--- src/rtl/leds_sevseg_ctrl.sv ---
// rtl/leds_sevseg_ctrl.sv - memory-mapped LED bank and seven-segment register block
// Adds read-back, per-digit blinking and PWM brightness gating.
module leds_sevseg_ctrl #(
  parameter int                 NUM_LEDS   = 10,
  parameter int                 NUM_DIGITS = 6,
  parameter int                 BLINK_W    = 24,
  parameter logic [BLINK_W-1:0] RST_PERIOD = BLINK_W'(12_500_000)
) (
  input  logic                    clk,
  input  logic                    rst_n,
  input  logic [31:0]             addr,
  input  logic                    select,
  input  logic                    wr_en,
  input  logic                    rd_en,
  input  logic [31:0]             data_in,
  output logic [31:0]             rd_data,
  output logic                    rd_valid,
  output logic [NUM_LEDS-1:0]     leds_out,
  output logic [4*NUM_DIGITS-1:0] sevseg_out,
  output logic [NUM_DIGITS-1:0]   digit_blank
);

  localparam logic [2:0] OFF_LED    = 3'b100;
  localparam logic [2:0] OFF_DIGITS = 3'b101;
  localparam logic [2:0] OFF_CTRL   = 3'b110;
  localparam logic [2:0] OFF_PERIOD = 3'b111;

  logic [2:0]              offset;
  logic                    wr_hit;
  logic                    rd_hit;
  logic [NUM_LEDS-1:0]     led_reg;
  logic [4*NUM_DIGITS-1:0] digits_reg;
  logic [NUM_DIGITS-1:0]   blink_mask;
  logic                    led_blink;
  logic [3:0]              brightness;
  logic [BLINK_W-1:0]      period_reg;
  logic [BLINK_W-1:0]      prescaler;
  logic                    blink_phase;
  logic [3:0]              pwm_cnt;
  logic                    pwm_on;
  logic [31:0]             rd_mux;
  logic                    unused_bits;

  assign offset      = addr[4:2];
  assign wr_hit      = wr_en & select;
  assign rd_hit      = rd_en & select;
  assign unused_bits = ^{addr[31:5], addr[1:0], data_in};

  always_comb begin
    rd_mux = '0;
    case (offset)
      OFF_LED:    rd_mux[NUM_LEDS-1:0]     = led_reg;
      OFF_DIGITS: rd_mux[4*NUM_DIGITS-1:0] = digits_reg;
      OFF_CTRL: begin
        rd_mux[NUM_DIGITS-1:0] = blink_mask;
        rd_mux[8]              = led_blink;
        rd_mux[15:12]          = brightness;
      end
      OFF_PERIOD: rd_mux[BLINK_W-1:0]      = period_reg;
      default:    rd_mux                   = '0;
    endcase
  end

  always_ff @(posedge clk or negedge rst_n) begin
    if (!rst_n) begin
      led_reg    <= '0;
      digits_reg <= '0;
      blink_mask <= '0;
      led_blink  <= 1'b0;
      brightness <= 4'hF;
      period_reg <= RST_PERIOD;
    end else if (wr_hit) begin
      case (offset)
        OFF_LED:    led_reg    <= data_in[NUM_LEDS-1:0];
        OFF_DIGITS: digits_reg <= data_in[4*NUM_DIGITS-1:0];
        OFF_CTRL: begin
          blink_mask <= data_in[NUM_DIGITS-1:0];
          led_blink  <= data_in[8];
          brightness <= data_in[15:12];
        end
        OFF_PERIOD: period_reg <= data_in[BLINK_W-1:0];
        default: ;
      endcase
    end
  end

  // Read data is taken from the pre-edge registers, so a same-cycle write is not seen.
  always_ff @(posedge clk or negedge rst_n) begin
    if (!rst_n) begin
      rd_data  <= '0;
      rd_valid <= 1'b0;
    end else begin
      rd_valid <= rd_hit;
      if (rd_hit) rd_data <= rd_mux;
    end
  end

  // A period write restarts the countdown without disturbing the current phase.
  always_ff @(posedge clk or negedge rst_n) begin
    if (!rst_n) begin
      prescaler   <= RST_PERIOD;
      blink_phase <= 1'b0;
    end else if (wr_hit && offset == OFF_PERIOD) begin
      prescaler <= data_in[BLINK_W-1:0];
    end else if (period_reg == '0) begin
      prescaler   <= '0;
      blink_phase <= 1'b0;
    end else if (prescaler == '0) begin
      prescaler   <= period_reg;
      blink_phase <= ~blink_phase;
    end else begin
      prescaler <= prescaler - 1'b1;
    end
  end

  always_ff @(posedge clk or negedge rst_n) begin
    if (!rst_n) begin
      pwm_cnt <= '0;
      pwm_on  <= 1'b1;
    end else begin
      pwm_cnt <= pwm_cnt + 4'd1;
      pwm_on  <= (brightness == 4'hF) | (pwm_cnt < brightness);
    end
  end

  always_ff @(posedge clk or negedge rst_n) begin
    if (!rst_n) begin
      leds_out    <= '0;
      sevseg_out  <= '0;
      digit_blank <= '0;
    end else begin
      leds_out    <= led_reg & {NUM_LEDS{pwm_on & ~(led_blink & blink_phase)}};
      sevseg_out  <= digits_reg;
      digit_blank <= {NUM_DIGITS{~pwm_on}} | (blink_mask & {NUM_DIGITS{blink_phase}});
    end
  end

endmodule
--- config.mk ---
export PLATFORM = sky130hd
export DESIGN_NAME = leds_sevseg_ctrl
export DESIGN_NICKNAME = d
export VERILOG_FILES = /design/src/rtl/leds_sevseg_ctrl.sv
export SDC_FILE = /design/constraint.sdc
export NUM_CORES = 1
export LEC_CHECK = 0
export CAP_MARGIN = 20
export CORE_MARGIN = 8
export CORE_UTILIZATION = 55
export CTS_CLUSTER_SIZE = 10
export DETAILED_ROUTE_END_ITERATION = 16
export PLACE_DENSITY = 0.85
export SETUP_SLACK_MARGIN = 0.2
export SYNTH_ARGS = -nofsm -noshare
export SYNTH_HDL_FRONTEND = slang
export SYNTH_SLANG_ARGS = --single-unit
--- constraint.sdc ---
create_clock -name clk -period 3.4 [get_ports clk]
set_input_delay 0.68 -clock clk [delete_from_list [all_inputs] [get_ports clk]]
set_output_delay 0.68 -clock clk [all_outputs]
set_load 0.01 [all_outputs]
* Word level (Yosys, flattened, before mapping)
Index checks and enable logic that the tools add are counted.
W data, S select, Z words.
** Operators by class
- Multiplexer cells :: 12
- Reductions and logical operators :: 9
- Bitwise gates (word level) :: 12
- $lt $le $gt $ge :: 1
- Add/subtract/negate cells :: 2
- Equality and inequality tests :: 5
** Operator list (number)
- $mux W24 :: 3
- $logic_not A24 Y1 :: 2
- $pmux W6 S4 :: 1
- $sub A24 B1 Y24 const B :: 1
- $pmux W8 S2 :: 1
- $eq A3 B3 Y1 const B :: 4
- $pmux W4 S3 :: 1
- $and A10 B10 Y10 :: 1
- $reduce_and A2 Y1 :: 5
- $and A6 B6 Y6 :: 1
- $or A6 B6 Y6 :: 1
- $pmux W2 S3 :: 1
- $add A4 B1 Y4 const B :: 1
- $and A1 B1 Y1 :: 4
- $eq A4 B4 Y1 const B :: 1
- $lt A4 B4 Y1 :: 1
- $not A1 Y1 :: 4
- $pmux W1 S4 :: 1
- $pmux W2 S2 :: 1
- $pmux W1 S3 :: 1
- $mux W1 :: 2
- $reduce_bool A2 Y1 :: 1
- $logic_and A1 B1 Y1 :: 1
- $or A1 B1 Y1 :: 1
** Storage, ports and cells
- Register bits :: 164
- Output and inout bits :: 73

* Depth between registers and ports, before layout
Gate-level depths: netlist of run 1.
- Depth after elaboration :: 4
- Depth in mapped cells :: 8

* Least setup slack after synthesis of run 1
No wires, ideal clock.
- Path kind :: input to register
- From :: in addr[2]
- To :: reg digits_reg[10]
- Data required time :: 3.275 ns
- Stages :: 5
- Slack :: 1.187 ns
- Arrival :: 2.088 ns
- Cell sequence :: buf_2 -> nand2_1 -> nor3_1 -> buf_2 -> mux2_2
** On the way
- Word-level cells in the longest chain between the ends :: 2
** RTL lines
- start, declared :: RTL line 11 : input logic [31:0] addr,
- $eq A3 B3 Y1 :: RTL line 73 : case (offset)
- $reduce_and A2 Y1 (no source line)
- end signal, assigned :: RTL line 75 : OFF_DIGITS: digits_reg <= data_in[4*NUM_DIGITS-1:0];
- end, declared :: RTL line 32 : logic [4*NUM_DIGITS-1:0] digits_reg;
No other way between the ends.
A chain may end at the register's enable or synchronous reset.

* Worst setup path in the final report of run 1
- From :: reg prescaler[2]
- To :: reg prescaler[19]
** On the way
- Word-level cells in the longest chain between the ends :: 4
** RTL lines
- start, declared :: RTL line 37 : logic [BLINK_W-1:0] prescaler;
- start signal, assigned :: RTL line 104 : prescaler <= data_in[BLINK_W-1:0];
- start signal, assigned :: RTL line 109 : prescaler <= period_reg;
- start signal, assigned :: RTL line 112 : prescaler <= prescaler - 1'b1;
- $sub A24 B1 Y24 / $logic_not A24 Y1 (equally long branches) :: RTL line 112, 108
- $mux W24 (*) :: RTL line 108 : end else if (prescaler == '0) begin
- $mux W24 (*) :: RTL line 105 : end else if (period_reg == '0) begin
- $mux W24 (*) :: RTL line 103 : end else if (wr_hit && offset == OFF_PERIOD) begin
Mark *: on every way between the ends. The rest lies on a longest branch, timed or not.

==> run_results.csv, run 1 <==
group,metric,value,unit
job,maxCapViolCount,0,
finish,fin_nets,778,
floorplan,row_count,41,
sta,finalSetupViolCount,0,
setup_path,path_buf_inv,0,
floorplan,fp.dieW,129,microns
finish,syn_to_final_growth,25.3,%
setup_path,critPathKind,"reg -> reg",
yosys,synthDistinctLibCells,52,
setup_path,critPathArrivalTime,2810,ps
clock_network,cts_setup_buffers,0,
sta,relSlewSlack,50.8,%
placement,hpwl,12.2,mm
route,vias,5135,
yosys,synth_common_cells,"135 x dfrtp_1, 109 x nand2_1, 52 x mux2_2, 34 x nor2_1, 30 x o21ai_0",
clock_network,cts_sinks,164,
pwr,p_leak,3.87,nW
clock_network,ctsHoldBuffers,0,
grt,grt_pass1_wl,29.0,mm
sta,hold_viol_final,0,
route,wl,17.7,mm
sta,worst_pin_slew,737,ps
yosys,synth_warnings,0,
clock_network,cts_made_buffers,17,
setup_path,reg2reg_slack,950,ps
clock_network,ctsLongestPathBuffers,2,
yosys,syn_inst,597,
finish,drive_gt1_share,21.2,%
yosys,synth_seq_cells,164,
pwr,ir_worst_vdd,0.446,mV
setup_path,cp_slowest_cell,"nor3_1",
setup_path,worst-path-max-fanout,9,
placement,dp_worst_setup_slack,592,ps
yosys,synth_edf_count,0,
grt,grt_overflow,0,
yosys,synth_most_common_cell,"dfrtp_1",
grt,first_global_vias,5430,
placement,gp_congestion,0.981,
placement,port_buffers,96,
grt,grt.total_usage,22.7,%
clock_network,clockRootBuffer,"clkbuf_16",
yosys,yosys.area.top_type,"dfrtp_1",
finish,final_core_util,70.0,%
sta,min_period,2450,ps
finish,num_antenna_cells,0,
floorplan,initial_core_util,55.8,%
yosys,async_flop_share,100,%
yosys,yosys.area.top_type_share,48.3,%
sta,grt_setup_unrepaired,"false",
clock_network,insertion_delay,440,ps
floorplan,die_h,129,microns
setup_path,reg2reg_to,"prescaler[19]",
setup_path,crit_chain,"nor3_1 -> nand3_1 -> or3_1 -> and3_1 -> o31ai_2",
setup_path,timing.rr.start,"prescaler[2]",
setup_path,path_depth,5,
yosys,synth_seq_area_share,59.2,%
yosys,postSynthAreaPerCell,11.7,sq um
route,ant_nets,0,
setup_path,rr_worst_depth,5,
clock_network,cts_resized,0,
pwr,power.density,712,nW/um^2
grt,grt_max_degree,85,
sta,drv_slew,0,
sta,tns,0,ps
sta,holdWs,289,ps
floorplan,dieArea,16600,sq um
sta,max_freq,408,MHz
setup_path,end_kind,"register",
sta,period_share,72.1,%
grt,antenna_found_initial,0,
setup_path,cp_slowest_stage_delay,580,ps
route,drt_iter0_drc,346,
yosys,yosys-top-cells-area,"dfrtp_1 48%, dfstp_2 11%, mux2_2 8.4%",
min_path,hold_path_class,"in -> async",
clock_network,cts_tree,"done",
setup_path,start_kind,"register",
sta,fin_ws,949,ps
route,drtPass1Iterations,6,
route,wl_per_cell,19.9,microns
yosys,ys.flop_type,"dfrtp_1",
setup_path,cp_data_required_time,3760,ps
route,via_per_inst,5.78,
yosys,synthesis.area,6990,sq um
setup_path,cp_top_family,"simple AND/OR/NAND/NOR gates",
clock_network,ctsHtreeMaxLevel,4,
clock_network,clkTransAtPathRegs,60,ps
sta,fin_skew,6.02,ps
floorplan,io_pins,142,
outcome,status,"finished clean",
route,drc_errors,0,
floorplan,core,12500,sq um
==> how the worst max path moves through the flow <==
stage                  startpoint  slack (ps)        endpoint
global placement          addr[2]         720   blink_mask[1]
floorplan                 addr[2]        1190  digits_reg[10]
finish               prescaler[2]         950   prescaler[19]
CTS                 prescaler[14]         980   prescaler[11]
detailed placement        addr[2]         590   blink_mask[5]
global route        prescaler[14]         810   prescaler[11]
==> worst register-to-register path: stages, from the launching register on <==
cell     delay (ps)
dfrtp_1         460
nor3_1          580
nand3_1         470
or3_1           450
and3_1          210
o31ai_2         200
==> report_power, final <==
part / switching [mW] / internal, mW / leakage (nW)
Combinational: 0.650 / 0.777 / 1.59
Clock: 0.794 / 1.09 / 0.277
Sequential: 0.440 / 2.49 / 2.00
==> per-layer routing <==
layer	share of wire (%)	vias up	wire (microns)	GRT usage, %
li1	-	2306	-	-
met1	41	2610	7220	27.5
met2	51	193	8940	37.7
met3	6.7	26	1190	6.50
met4	1.7	0	296	8.78
met5	0	-	0	0
==> layout by cell type (no fill, tap or decap), drive strengths merged, types with 11 or more instances in the layout <==
cell	netlist	final
nor3	14	14
mux2	52	52
and2	11	11
o31ai	17	17
nor2	34	34
clkdlybuf4s50	0	95
inv	9	12
o21ai	32	32
nor4	14	14
dfrtp	135	135
clkbuf	17	18
a22oi	17	17
nand2	109	109
buf	17	19
dfstp	29	29
==> per-stage QoR <==
step,std cells,instance area [sq um],total power [mW]
final,888,8760,6.24
after global routing,888,8760,6.53
after CTS,888,8760,6.25
after detailed placement,856,8170,4.36
after global placement,856,8170,4.28
after floorplan,604,7020,3.68
==> cells by family after synthesis <==
group / after synthesis / share of synthesized area, %
buffers and inverters: 43 / 2.95
AO/OA/AOI/OAI: 89 / 8.95
XOR/XNOR: 14 / 1.75
flip-flops: 164 / 59.2
AND/OR/NAND/NOR: 215 / 14.5
adder cells (fa/ha/maj): 6 / 1.07
multiplexers: 65 / 11.5
other: 1 / 0.0537
==> area by class of cell <==
class	count	area, sq um
inverters	9	33.8
multi-input cells	397	2670
fillers	911	3760
well taps	172	215
clock buffers	18	429
flip-flops and latches	164	4140
clock inverters	14	154
repair buffers	114	1110
Power figures use the tool's default switching activity.
==> run 2: changes to the inputs <==
Settings changed: CORE_UTILIZATION 55 to 46, PLACE_DENSITY 0.85 to 0.76.
Clock period 3.4 ns to 2.1 ns, I/O delays scaled along.
==> run 2 against run 1 <==
  * Critical path depth is the same
  * Cell count grew 6.9%
  * Power grew 75%
  * Sequential share of layout area shrank 3.1 points
  * Largest power group unchanged
==> run_results.csv, run 2 (synthesis results as in run 1) <==
group,metric,value,unit
setup_path,rr_worst_depth,5,
floorplan,initial_core_util,46.5,%
floorplan,fp.dieW,139,microns
clock_network,cts_made_buffers,17,
floorplan,core,15000,sq um
finish,syn_to_final_growth,34.2,%
finish,drive_gt1_share,27.7,%
clock_network,insertion_delay,420,ps
setup_path,reg2reg_to,"prescaler[11]",
floorplan,die_h,139,microns
clock_network,clkTransAtPathRegs,60,ps
route,drtPass1Iterations,5,
floorplan,dieArea,19400,sq um
placement,port_buffers,96,
pwr,p_leak,4.19,nW
route,via_per_inst,5.61,
setup_path,end_kind,"register",
outcome,status,"finished clean",
setup_path,cp_data_required_time,2440,ps
sta,holdWs,396,ps
route,vias,5327,
route,wl,18.1,mm
sta,max_freq,479,MHz
floorplan,io_pins,142,
clock_network,clockRootBuffer,"clkbuf_16",
sta,hold_viol_final,0,
finish,mostFrequentLayoutCell,"dfrtp_1",
setup_path,start_kind,"register",
clock_network,cts_tree,"done",
grt,grt_overflow,0,
pwr,ir_worst_vdd,0.652,mV
route,drc_errors,0,
sta,min_period,2090,ps
setup_path,timing.rr.start,"prescaler[8]",
grt,grt_max_degree,45,
clock_network,ctsLongestPathBuffers,2,
sta,fin_skew,5.70,ps
grt,antenna_found_initial,0,
finish,final_core_util,62.4,%
setup_path,critPathArrivalTime,2430,ps
pwr,power.density,1170,nW/um^2
setup_path,cp_slowest_stage_delay,560,ps
route,wl_per_cell,19.1,microns
min_path,holdCritStartpoint,"digits_reg[13]",
min_path,hold_path_class,"reg -> reg",
route,ant_nets,0,
sta,period_share,99.3,%
grt,grt.total_usage,19.1,%
finish,num_antenna_cells,0,
placement,dpl.cell_count,910,
finish,final_cell_mix,"135 x dfrtp_1, 109 x nand2_1, 95 x clkdlybuf4s50_1",
setup_path,reg2reg_slack,10,ps
sta,grt_setup_unrepaired,"true",
grt,grt_pass1_wl,29.5,mm
placement,gp_congestion,0.896,
setup_path,cpMostUsedCell,"or4_4",
route,drt_iter0_drc,340,
job,maxCapViolCount,0,
sta,finalSetupViolCount,0,
min_path,min_path_cells,0,
sta,drv_slew,0,
min_path,whs_endpoint,"sevseg_out[13]",
finish,fin_nets,823,
grt,first_global_vias,5529,
setup_path,crit_chain,"or4_4 -> or4_4 -> buf_12 -> and3_4 -> o31ai_2",
setup_path,worst-path-max-fanout,20,
setup_path,critPathKind,"reg -> reg",
finish,stdcell_count,949,
finish,fill_cells,1125,
placement,hpwl,13.1,mm
clock_network,ctsHtreeMaxLevel,4,
floorplan,row_count,45,
clock_network,cts_sinks,164,
setup_path,cp_slowest_cell,"or4_4",
==> run 2: how the worst max path moves through the flow <==
stage	startpoint	end	slack, ps	depth (start not counted)
after global placement	addr[2]	digits_reg[2]	-50	5
after CTS	prescaler[8]	prescaler[15]	7	5
after floorplan	prescaler[6]	prescaler[22]	80	5
final	prescaler[8]	prescaler[11]	10	5
after global routing	prescaler[18]	prescaler[13]	-70	8
after detailed placement	addr[2]	digits_reg[9]	-110	5
==> run 2: what timing repair did <==
action                                  in CTS  in global routing
pin swaps                                    0                 10
setup buffers                                1                  4
cloned                                       0                  1
resized for setup                            4                 20
hold endpoints to repair                    33                  0
hold buffers                                 1                  0
endpoints found under the setup margin      25                 25
==> run 2: area by class of cell <==
type / instances / area (sq um) / share of cell area, %
Timing Repair Buffer: 159 / 1530 / 16.3
Sequential cell: 164 / 4140 / 44.1
Tap cell: 188 / 235 / 2.51
Multi-Input combinational cell: 397 / 2790 / 29.7
Clock inverter: 14 / 224 / 2.39
Inverter: 9 / 33.8 / 0.360
Clock buffer: 18 / 429 / 4.58
==> run 2: per-stage QoR <==
step	TNS, ps	worst slack (ps)	total power, mW	cell area [sq um]
floorplan	0	77.9	5.97	7060
global placement	-840	-54.7	7.28	8580
detailed placement	-2160	-114	7.40	8580
CTS	0	6.78	10.9	9270
global route	-628	-73.9	11.4	9380
finish	0	14.3	10.9	9380
==> run 2: per-layer routing <==
metal	routed length (microns)	GRT usage, %	part of all wire (%)
met1	7650	23.5	42
met2	9120	32.2	50
met3	1040	4.89	5.7
met4	295	6.35	1.6
met5	0	0	0
==> run 2: critical path, delay by kind of cell (launching register included) <==
| family | cells | cell delay [ps] |
|---|---|---|
| buf+inv | 1 | 180 |
| compound gates | 1 | 170 |
| simple gates | 3 | 1270 |
| flops | 1 | 380 |
==> run 2: power by group <==
group	total (mW)	switching, mW	internal [mW]
Sequential	4.69	0.660	4.03
Combinational	2.84	1.27	1.57
Clock	3.42	1.29	2.13
==> run 3: changes to the inputs <==
Settings changed: CORE_UTILIZATION 46 to 51, PLACE_DENSITY 0.76 to 0.79.
Clock period 2.1 ns to 2 ns, I/O delays scaled along.
==> run 3 against run 2 <==
  * The run now ends with setup timing left
  * Non-clock buffer count up 15
  * Fmax down 3.6%
  * Sequential share of layout area down 0.83 points
  * Largest power group unchanged
  * Sequential power up 4.3%
  * Cell count up 0.63%
  * Power up 5.4%
  * Clock power down 4%
  * Core utilization up 9.5 points
==> run_results.csv, run 3 (synthesis results as in run 1) <==
group,metric,value,unit
grt,grt_max_degree,59,
route,drc_errors,0,
placement,hpwl,13.4,mm
grt,first_global_vias,5834,
setup_path,start_kind,"register",
sta,finalSetupViolCount,24,
clock_network,ctsHtreeMaxLevel,4,
finish,final_cell_mix,"135 x dfrtp_1, 109 x nand2_1, 94 x clkdlybuf4s50_1",
sta,grt_setup_unrepaired,"true",
pwr,ir_worst_vdd,0.688,mV
floorplan,core,13300,sq um
route,via_per_inst,5.85,
finish,num_antenna_cells,0,
route,drt_iter0_drc,535,
clock_network,cts_tree,"done",
sta,worst_pin_slew,588,ps
sta,min_period,2160,ps
placement,gp_congestion,0.933,
grt,antenna_found_initial,0,
finish,final_core_util,71.9,%
pwr,fin_total_pwr,11.5,mW
setup_path,reg2reg_slack,-160,ps
outcome,status,"complete, but fails checks",
setup_path,cp_slowest_stage_delay,580,ps
grt,grt.total_usage,22.6,%
sta,drv_slew,0,
pwr,pwr-share-comb,29.2,%
sta,relSlewSlack,60.8,%
setup_path,path_buf_inv,5,
floorplan,dieArea,17700,sq um
setup_path,end_kind,"register",
clock_network,insertion_delay,440,ps
route,wl,20.1,mm
clock_network,clockRootBuffer,"clkbuf_16",
grt,grt_pass1_wl,31.6,mm
placement,port_buffers,96,
route,drtPass1Iterations,5,
setup_path,cpMostUsedCell,"buf_4",
floorplan,row_count,42,
outcome,violations,"setup timing",
clock_network,clkTransAtPathRegs,60,ps
finish,fill_cells,880,
min_path,hold_path_class,"reg -> reg",
pwr,power.density,1210,nW/um^2
setup_path,cp_data_required_time,2310,ps
setup_path,crit_chain,"or4_4 -> buf_6 -> nor4_4 -> buf_4 -> buf_8 -> buf_4 -> buf_4 -> o31ai_1",
pwr,power.switching,3.62,mW
finish,drive_gt1_share,31.3,%
sta,period_share,108,%
floorplan,die_h,133,microns
clock_network,ctsLongestPathBuffers,2,
pwr,p_int,7.92,mW
sta,max_freq,462,MHz
pwr,p_leak,4.27,nW
grt,grt_overflow,0,
setup_path,worst-path-max-fanout,5,
floorplan,initial_core_util,52.6,%
placement,dp_worst_setup_slack,-145,ps
pwr,swShare,31.4,%
route,ant_nets,0,
pwr,seqPwrFrac,42.4,%
finish,fin_nets,841,
setup_path,critPathArrivalTime,2480,ps
job,maxCapViolCount,0,
setup_path,cp_slowest_cell,"or4_4",
pwr,clock_power_share,28.5,%
sta,hold_viol_final,0,
sta,fin_ws,-163,ps
floorplan,io_pins,142,
route,vias,5588,
clock_network,cts_sinks,164,
setup_path,cp_top_family,"simple AND/OR/NAND/NOR gates",
clock_network,cts_made_buffers,17,
route,wl_per_cell,21.0,microns
floorplan,fp.dieW,133,microns
finish,syn_to_final_growth,36.8,%
setup_path,critPathKind,"reg -> reg",
sta,fin_skew,9.13,ps
finish,mostFrequentLayoutCell,"dfrtp_1",
[run 3: stage by stage]
step                cell area [sq um]  hold slack [ps]  instances  TNS, ps
global placement                 8650              381        911    -4500
CTS                              9410              403        952    -1250
finish                           9560              396        955    -1730
floorplan                        7060              104        604    -87.3
global route                     9560              405        955    -3700
detailed placement               8650              387        911    -6290
[run 3: path summary, 6_finish.rpt]
path | end | start | cells past startpoint
setup reg to reg | prescaler[22] | prescaler[8] | 8
min in group asynchronous | sevseg_out[2] | rst_n | 2
hold reg to reg | sevseg_out[21] | digits_reg[21] | 0
max in group asynchronous | digits_reg[9] | rst_n | 3
setup / recovery | prescaler[22] | prescaler[8] | 8
hold / removal | sevseg_out[21] | digits_reg[21] | 0
[run 3: area by class of cell]
type / count / area, sq um / area share (%)
sequential: 164 / 4140 / 43.3
clock buffer: 18 / 429 / 4.49
tap: 176 / 220 / 2.30
multi-input combinational: 400 / 2920 / 30.6
inverter: 9 / 33.8 / 0.353
timing repair buffer: 174 / 1650 / 17.3
clock inverter: 14 / 164 / 1.71
[run 3: power by group through the flow]
stage	Combinational, mW	Sequential [mW]	Clock, mW
6_report	3.36	4.89	3.28
4_1_cts	3.25	4.84	3.31
3_5_place_dp	3.08	4.86	0
3_3_place_gp	2.97	4.82	0
2_1_floorplan	1.39	4.88	0
5_1_grt	3.61	4.98	3.44
[run 3: metal layers]
layer / share of wire (%) / GRT usage [%]
met3: 5.8 / 5.03
met4: 3.6 / 9.09
met1: 39 / 26.8
met2: 51 / 38.9
met5: 0 / 0
[run 3: what timing repair did]
action                                  CTS  global route
setup buffers                             4             3
endpoints found under the setup margin   25            27
hold buffers                              1             0
pin swaps                                 8             8
endpoints found under the hold margin    42             0
resized for setup                        29            29
gates cloned                              4             0
[run 3: worst reg2reg max path: stages (launching register included)]
cell and delay [ps]:
dfrtp_1 400, or4_4 580, buf_6 160, nor4_4 330, buf_4 190, buf_8 140, buf_4 110, buf_4 90
o31ai_1 50
